===== config.mk =====
export PLATFORM = sky130hd
export DESIGN_NAME = mem_rw_param
export DESIGN_NICKNAME = d
export VERILOG_FILES = /design/src/rtl/mem_pkg.sv /design/src/rtl/mem_rd_pipe.sv /design/src/rtl/mem_rw_param.sv
export SDC_FILE = /design/constraint.sdc
export NUM_CORES = 2
export LEC_CHECK = 0
export BUFFER_PORTS_ARGS = -buffer_cell sky130_fd_sc_hd__buf_4
export CAP_MARGIN = 10
export CELL_PAD_IN_SITES_DETAIL_PLACEMENT = 1
export CELL_PAD_IN_SITES_GLOBAL_PLACEMENT = 1
export CORE_UTILIZATION = 60
export DETAILED_ROUTE_END_ITERATION = 12
export HOLD_SLACK_MARGIN = 0.12
export PLACE_DENSITY_LB_ADDON = 0.1
export SYNTH_ARGS = -nofsm -noshare
export SYNTH_HDL_FRONTEND = slang
export SYNTH_SLANG_ARGS = --single-unit

===== constraint.sdc =====
create_clock -name clk -period 7.35 [get_ports clk]
set_input_delay 1.1025 -clock clk [delete_from_list [all_inputs] [get_ports clk]]
set_output_delay 1.1025 -clock clk [all_outputs]
set_load 0.02 [all_outputs]

===== src/rtl/mem_pkg.sv =====
// -----------------------------------------------------------------------------
// mem_pkg
// Shared definitions for the parametrised single-port RAM (mem_rw_param) and
// its read pipeline (mem_rd_pipe):
//   - mem_state_e : clear-sweep FSM states (ST_CLEAR, ST_IDLE)
//   - CNT_W       : width of the accepted-access counters
//   - addr_w()    : address width for a given depth (clog2, minimum 1)
//   - rd_lat_ok() : legality of a read-latency setting (1 or 2)
// -----------------------------------------------------------------------------
package mem_pkg;

    localparam int CNT_W      = 32'sd16;
    localparam int RD_LAT_MIN = 32'sd1;
    localparam int RD_LAT_MAX = 32'sd2;

    typedef enum logic [0:0] {
        ST_CLEAR = 1'b0,
        ST_IDLE  = 1'b1
    } mem_state_e;

    // Number of address bits needed to index 'depth' words (at least one bit).
    function automatic int addr_w(input int depth);
        int w;
        w = 32'sd1;
        for (int i = 32'sd1; i < 32'sd31; i++) begin
            if ((32'sd1 <<< i) < depth) begin
                w = i + 32'sd1;
            end
        end
        return w;
    endfunction

    // Only one- and two-cycle read latencies are supported.
    function automatic bit rd_lat_ok(input int lat);
        return (lat >= RD_LAT_MIN) && (lat <= RD_LAT_MAX);
    endfunction

endpackage


===== src/rtl/mem_rd_pipe.sv =====
// -----------------------------------------------------------------------------
// mem_rd_pipe
// RD_LAT-stage valid/data shift register that delays the registered array
// read to the programmed latency. The last stage drives the block outputs, so
// rd and rvalid come straight from flops. Data stages only load when their
// incoming valid is set, which makes rd hold the last returned word between
// rvalid pulses.
// Ports:
//   clk     in   clock, posedge
//   rst_n   in   synchronous active-low clear of all stages (valid and data)
//   in_vld  in   a read word enters the pipe this cycle
//   in_dat  in   the read word
//   rvalid  out  one-cycle pulse, rd valid
//   rd      out  read data, held between pulses
// -----------------------------------------------------------------------------
module mem_rd_pipe #(
    parameter int WIDTH  = 32,
    parameter int RD_LAT = 1
) (
    input  logic             clk,
    input  logic             rst_n,
    input  logic             in_vld,
    input  logic [WIDTH-1:0] in_dat,
    output logic             rvalid,
    output logic [WIDTH-1:0] rd
);

    logic [RD_LAT-1:0] vld_r;
    logic [WIDTH-1:0]  dat_r       [RD_LAT];
    logic [RD_LAT-1:0] vld_chain_s;
    logic [WIDTH-1:0]  dat_chain_s [RD_LAT];

    // Input of each stage: the pipe input for stage 0, the previous stage otherwise.
    always_comb begin
        vld_chain_s    = {RD_LAT{1'b0}};
        dat_chain_s    = '{default: {WIDTH{1'b0}}};
        vld_chain_s[0] = in_vld;
        dat_chain_s[0] = in_dat;
        for (int i = 32'sd1; i < RD_LAT; i++) begin
            vld_chain_s[i] = vld_r[i-1];
            dat_chain_s[i] = dat_r[i-1];
        end
    end

    // Stage registers; data advances only alongside a valid word.
    always_ff @(posedge clk) begin
        if (!rst_n) begin
            vld_r <= {RD_LAT{1'b0}};
            for (int i = 32'sd0; i < RD_LAT; i++) begin
                dat_r[i] <= {WIDTH{1'b0}};
            end
        end else begin
            vld_r <= vld_chain_s;
            for (int i = 32'sd0; i < RD_LAT; i++) begin
                if (vld_chain_s[i]) begin
                    dat_r[i] <= dat_chain_s[i];
                end
            end
        end
    end

    assign rvalid = vld_r[RD_LAT-1];
    assign rd     = dat_r[RD_LAT-1];

endmodule


===== src/rtl/mem_rw_param.sv =====
// -----------------------------------------------------------------------------
// mem_rw_param
// Parametrised single-port synchronous RAM with byte-enable writes, a
// req/ready handshake, a configurable read latency (1 or 2) and an optional
// zero-fill sweep after reset. Holds the array, the clear FSM and the write
// logic; read latency is produced by mem_rd_pipe.
//
// Timing: a read accepted on edge A registers the array word on A, and
// rvalid/rd rise on edge A+RD_LAT. After reset, ready rises on the DEPTH-th
// edge following the first edge with rst_n high (sweep of DEPTH words, then
// one registered cycle for ready). Without the sweep ready rises on the
// first such edge.
//
// Optional feature: define MEM_CNT_EN to build the saturating accepted-read
// and accepted-write counters; otherwise rd_cnt and wr_cnt are tied to 0.
//
// Ports:
//   clk     in   clock, posedge
//   rst_n   in   synchronous active-low reset
//   req     in   access request, accepted when req && ready
//   we      in   1 = write, 0 = read
//   be      in   byte write enables (ignored on reads)
//   adr     in   word address
//   wd      in   write data
//   ready   out  block can accept a request this cycle
//   rd      out  read data, held between rvalid pulses
//   rvalid  out  one-cycle pulse marking rd valid
//   rd_cnt  out  accepted-read counter
//   wr_cnt  out  accepted-write counter
// -----------------------------------------------------------------------------
module mem_rw_param
    import mem_pkg::*;
#(
    parameter int WIDTH          = 32,
    parameter int DEPTH          = 64,
    parameter int RD_LAT         = 1,
    parameter int CLEAR_ON_RESET = 1
) (
    input  logic                      clk,
    input  logic                      rst_n,
    input  logic                      req,
    input  logic                      we,
    input  logic [WIDTH/8-1:0]        be,
    input  logic [addr_w(DEPTH)-1:0]  adr,
    input  logic [WIDTH-1:0]          wd,
    output logic                      ready,
    output logic [WIDTH-1:0]          rd,
    output logic                      rvalid,
    output logic [CNT_W-1:0]          rd_cnt,
    output logic [CNT_W-1:0]          wr_cnt
);

    localparam int AW = addr_w(DEPTH);
    localparam int NB = WIDTH / 8;
    // An unsupported latency falls back to a single pipe stage.
    localparam int PIPE_LAT = rd_lat_ok(RD_LAT) ? RD_LAT : 32'sd1;
    localparam mem_state_e RST_STATE = (CLEAR_ON_RESET != 0) ? ST_CLEAR : ST_IDLE;

    logic [WIDTH-1:0] mem_r [DEPTH];

    mem_state_e       state_r;
    mem_state_e       state_nxt_s;
    logic [AW-1:0]    clr_cnt_r;
    logic [AW-1:0]    clr_cnt_nxt_s;
    logic             clr_we_s;
    logic             ready_r;
    logic             wr_acc_s;
    logic             rd_acc_s;
    logic             rdq_vld_r;
    logic [WIDTH-1:0] rdq_dat_r;

    // Requests are only taken while ready is high; anything else is dropped.
    assign wr_acc_s = req & ready_r & we;
    assign rd_acc_s = req & ready_r & ~we;
    assign ready    = ready_r;

    // Clear FSM next state: sweep every word once, then stay idle until reset.
    always_comb begin
        state_nxt_s   = state_r;
        clr_cnt_nxt_s = clr_cnt_r;
        clr_we_s      = 1'b0;
        case (state_r)
            ST_CLEAR: begin
                clr_we_s      = 1'b1;
                clr_cnt_nxt_s = clr_cnt_r + 1'b1;
                if (clr_cnt_r == {AW{1'b1}}) begin
                    state_nxt_s = ST_IDLE;
                end else begin
                    state_nxt_s = ST_CLEAR;
                end
            end
            ST_IDLE: begin
                state_nxt_s   = ST_IDLE;
                clr_cnt_nxt_s = clr_cnt_r;
            end
            default: begin
                state_nxt_s   = RST_STATE;
                clr_cnt_nxt_s = {AW{1'b0}};
            end
        endcase
    end

    // FSM state, sweep pointer and ready; ready trails the idle state by one cycle.
    always_ff @(posedge clk) begin
        if (!rst_n) begin
            state_r   <= RST_STATE;
            clr_cnt_r <= {AW{1'b0}};
            ready_r   <= 1'b0;
        end else begin
            state_r   <= state_nxt_s;
            clr_cnt_r <= clr_cnt_nxt_s;
            ready_r   <= (state_r == ST_IDLE);
        end
    end

    // Array writes: sweep zeroes one word per cycle, otherwise byte-enabled writes.
    // Nothing is written on a reset edge, so a request racing reset is lost.
    always_ff @(posedge clk) begin
        if (rst_n) begin
            if (clr_we_s) begin
                mem_r[clr_cnt_r] <= {WIDTH{1'b0}};
            end else if (wr_acc_s) begin
                for (int b = 32'sd0; b < NB; b++) begin
                    if (be[b]) begin
                        mem_r[adr][32'sd8*b +: 8] <= wd[32'sd8*b +: 8];
                    end
                end
            end
        end
    end

    // Registered array read; a write on the previous edge is already visible here.
    always_ff @(posedge clk) begin
        if (!rst_n) begin
            rdq_vld_r <= 1'b0;
            rdq_dat_r <= {WIDTH{1'b0}};
        end else begin
            rdq_vld_r <= rd_acc_s;
            if (rd_acc_s) begin
                rdq_dat_r <= mem_r[adr];
            end
        end
    end

    mem_rd_pipe #(
        .WIDTH  (WIDTH),
        .RD_LAT (PIPE_LAT)
    ) u_rd_pipe (
        .clk    (clk),
        .rst_n  (rst_n),
        .in_vld (rdq_vld_r),
        .in_dat (rdq_dat_r),
        .rvalid (rvalid),
        .rd     (rd)
    );

`ifdef MEM_CNT_EN
    logic [CNT_W-1:0] rd_cnt_r;
    logic [CNT_W-1:0] wr_cnt_r;

    // Saturating counters of accepted reads and writes.
    always_ff @(posedge clk) begin
        if (!rst_n) begin
            rd_cnt_r <= {CNT_W{1'b0}};
            wr_cnt_r <= {CNT_W{1'b0}};
        end else begin
            if (rd_acc_s && (rd_cnt_r != {CNT_W{1'b1}})) begin
                rd_cnt_r <= rd_cnt_r + 1'b1;
            end
            if (wr_acc_s && (wr_cnt_r != {CNT_W{1'b1}})) begin
                wr_cnt_r <= wr_cnt_r + 1'b1;
            end
        end
    end

    assign rd_cnt = rd_cnt_r;
    assign wr_cnt = wr_cnt_r;
`else
    assign rd_cnt = {CNT_W{1'b0}};
    assign wr_cnt = {CNT_W{1'b0}};
`endif

endmodule

==> metrics.md <==
| Metric | Value |
|---|---|
| Ys Warns | 0 |
| Latest clock arrival within the worst-skew pair | 0.84 ns |
| Syn-to-layout area delta | 11.5% |
| Final wirelength | 220000 um |
| Initial drt markers | 5583 |
| Max Clk Rate | 196 MHz |
| Worst R2R Start | state_r |
| Cell area after synthesis | 81800 sq um |
| Nets | 4071 |
| Synth Register Bits | 2122 |
| Crit path DAT | 5.55 ns |
| CTS Buf Count | 205 |
| Htree depth | 4 |
| Relative slew slack | 11.2% |
| Critical setup path kind | in -> reg |
| Mean post-synth cell area | 20.7 sq um |
| Hold violation count in the final report | 0 |
| Vias | 41500 |
| Hold slack | 0.609 ns |
| Synth unique cells | 38 |
| Layout Utilization | 67.4% |
| Post-DP HPWL | 129000 um |
| Pwr/cell area | 272 nW/um^2 |
| Starting Density | 60.4% |
| Fillers | 10500 |
| Critical path endpoint | mem_r[61][25] |
| Synth area leader | edfxtp_1 |
| CTS tree | built |
| CTS Sinks | 2122 |
| Final Max Slew Viols | 0 |
| Unrepaired setup endpoints after global routing | no |
| Num rows | 135 |
| Hold Path Class | reg -> reg |
| Largest net degree at the start of global routing | 162 |
| Setup TNS | 0 ns |
| Input/output buffers | 79 |
| Ranking of synthesized cells by area | edfxtp_1 76%, mux4_2 12%, a22oi_1 2.4%, mux2i_1 1.6%, nor3_1 1.0% |
| Drt wl/cell | 36.8 um |
| Min cycle time layout | 5.10 ns |
| Clock Path Buffers | 3 |
| Core area | 135000 sq um |
| Die Wd | 371 um |
| Max Cap Violations | 0 |
| Leak | 0.0276 uW |
| CP Launch Type | primary input |
| Run status | finished clean |
| Worst-Margin Slew | 1.33 ns |
| Die footprint | 138000 sq um |
| GRT Util Overall | 32.4% |
| GRT overflow | 0 |
| Area of the multi-input gates | 17500 sq um |
| Chip height | 371 um |
| Post-synth EDFFs | 2080 |
| Worst r2r path cells | 6 |
| Crit path from | rst_n |
| CTS resizes | 0 |
| Root buf cell | clkbuf_16 |
| Worst-path fanout max | 46 |
| Worst Skew | 0.0216 ns |
| Pre-antenna DRT Iters | 5 |
| Clk pin slew, worst setup/hold paths | 0.06 ns |
| Worst Path Required | 7.80 ns |
| Mapped Cells | 3948 |
| Initial antenna violation count | 20 |
| Seq/Total Area, Yosys | 77.4% |
| Post-route ant nets | 0 |
| Peak supply drop | 201 uV |
| Gpl congestion | 0.860 |
| Top Ports | 112 |
| Async SR Flop Fraction | 0% |
| Diode count | 0 |
| Final setup vio count | 0 |
| Synth Flop Type | edfxtp_1 |
| Flop2flop setup slack | 2.45 ns |
| Final period utilization | 69.3% |
| Post-CTS Repair Setup Buffers | 0 |
| Hold-fix buffers, CTS | 0 |
| Share of cells above drive strength 1 | 23.3% |
| First-pass GRT wire length | 313000 um |
| Reg-to-reg endpoint | mem_r[61][25] |
| CP endpoint kind | flip-flop |
| Register area | 63300 sq um |
| Vias in the first global route | 41700 |
| Synth top area share | 76.4% |
| Routed vias/inst | 6.95 |
| Residual DRC count | 0 |
## state kept, by name, indices dropped and copies added, names as in the netlist
register / count
rdq_vld_r: 1
clr_cnt_r: 6
state_r: 1
u_rd_pipe.rvalid: 1
ready: 1
rdq_dat_r: 32
u_rd_pipe.dat_r: 32
mem_r: 2048
## layout make-up
type	count	share of cell area (%)
clock buffer	240	6.00
clock inverter	141	1.63
inverter	3	0.0123
multi-input combinational	1546	19.2
sequential	2122	69.4
tap	1781	2.44
timing repair buffer	146	1.32
## cell families after synthesis
logic type               count (synthesis)  synth area share [%]
flip-flops                            2122                  77.4
multiplexers                           580                  14.0
AND/OR/NAND/NOR                        522                  3.25
AO/OA/AOI/OAI                          406                  3.45
buffers and inverters                  311                  1.86
XOR/XNOR                                 5                0.0535
adder cells (fa/ha/maj)                  1                0.0153
other                                    1               0.00459
## worst min-delay path by stage
stage	start	endpoint	slack, ns	depth (start not counted)
CTS	rdq_dat_r[30]	rdq_dat_r[30]	0.61	3
global placement	rdq_dat_r[30]	rdq_dat_r[30]	0.57	3
finish	rdq_dat_r[17]	u_rd_pipe.dat_r[0][17]	0.61	1
detailed placement	rdq_dat_r[24]	u_rd_pipe.dat_r[0][24]	0.58	1
global route	rdq_dat_r[17]	u_rd_pipe.dat_r[0][17]	0.62	1
floorplan	rdq_dat_r[0]	rdq_dat_r[0]	0.52	3
## through the flow
step / worst slack, ns / instance area, sq um / std cells / total power, uW
global placement: 1.91 / 84100 / 5580 / 14200
detailed placement: 1.63 / 84100 / 5583 / 14200
global route: 2.27 / 91200 / 5979 / 25300
floorplan: 3.66 / 81900 / 3979 / 13900
CTS: 2.48 / 91100 / 5964 / 24900
finish: 2.25 / 91200 / 5979 / 24800
## worst max-delay path, cell delays in order
cell and delay (ns):
buf_4 0.41, nand3_1 0.27, nor3_4 1.02, buf_12 0.39, mux2i_2 0.90, nand2_1 0.54
nor2_1 0.87
## report_power, final
group / internal (uW) / switching, uW / total [uW]
Clock: 6360 / 4540 / 10900
Combinational: 273 / 508 / 781
Sequential: 13100 / 28.1 / 13200
Total: 19800 / 5080 / 24800
## cell usage in the layout (no fill, tap or decap), drive strengths merged, types with 2 or more instances in the layout
master	n
nor4	4
clkbuf	246
xnor2	4
nand3	38
and3	34
clkinvlp	14
nand2b	8
nor2	97
or4	32
conb	32
edfxtp	2080
a22oi	256
nor2b	8
nor4b	6
nor3	170
nor4bb	4
a31oi	13
clkinv	93
buf	140
mux4	448
dfxtp	42
mux2i	132
o21a	2
a32oi	32
a21o	3
and2	42
a21oi	100
or2	3
inv	7
bufinv	30
nand2	73
## per-layer routing
layer  up-vias  track usage [%]  share of wire (%)
met5         -                0              0.031
met4        14             9.52                2.7
met3       348             6.62                9.6
met2      2401             50.4                 48
met1     22200             47.3                 40
li1      16600                -                  -
## Yosys cell counts, types with 13 or more instances
library cell / n
edfxtp_1: 2080
mux4_2: 448
a22oi_1: 256
nor3_1: 169
clkbuf_1: 146
mux2i_1: 132
a21oi_1: 100
nor2_1: 97
buf_2: 92
nand2_1: 73
and2_1: 42
dfxtp_1: 42
nand3_1: 38
buf_4: 36
and3_1: 34
a32oi_1: 32
or4_1: 32
buf_1: 19
buf_6: 14
a31oi_1: 13
No activity file was read; power rests on OpenSTA's default activity.
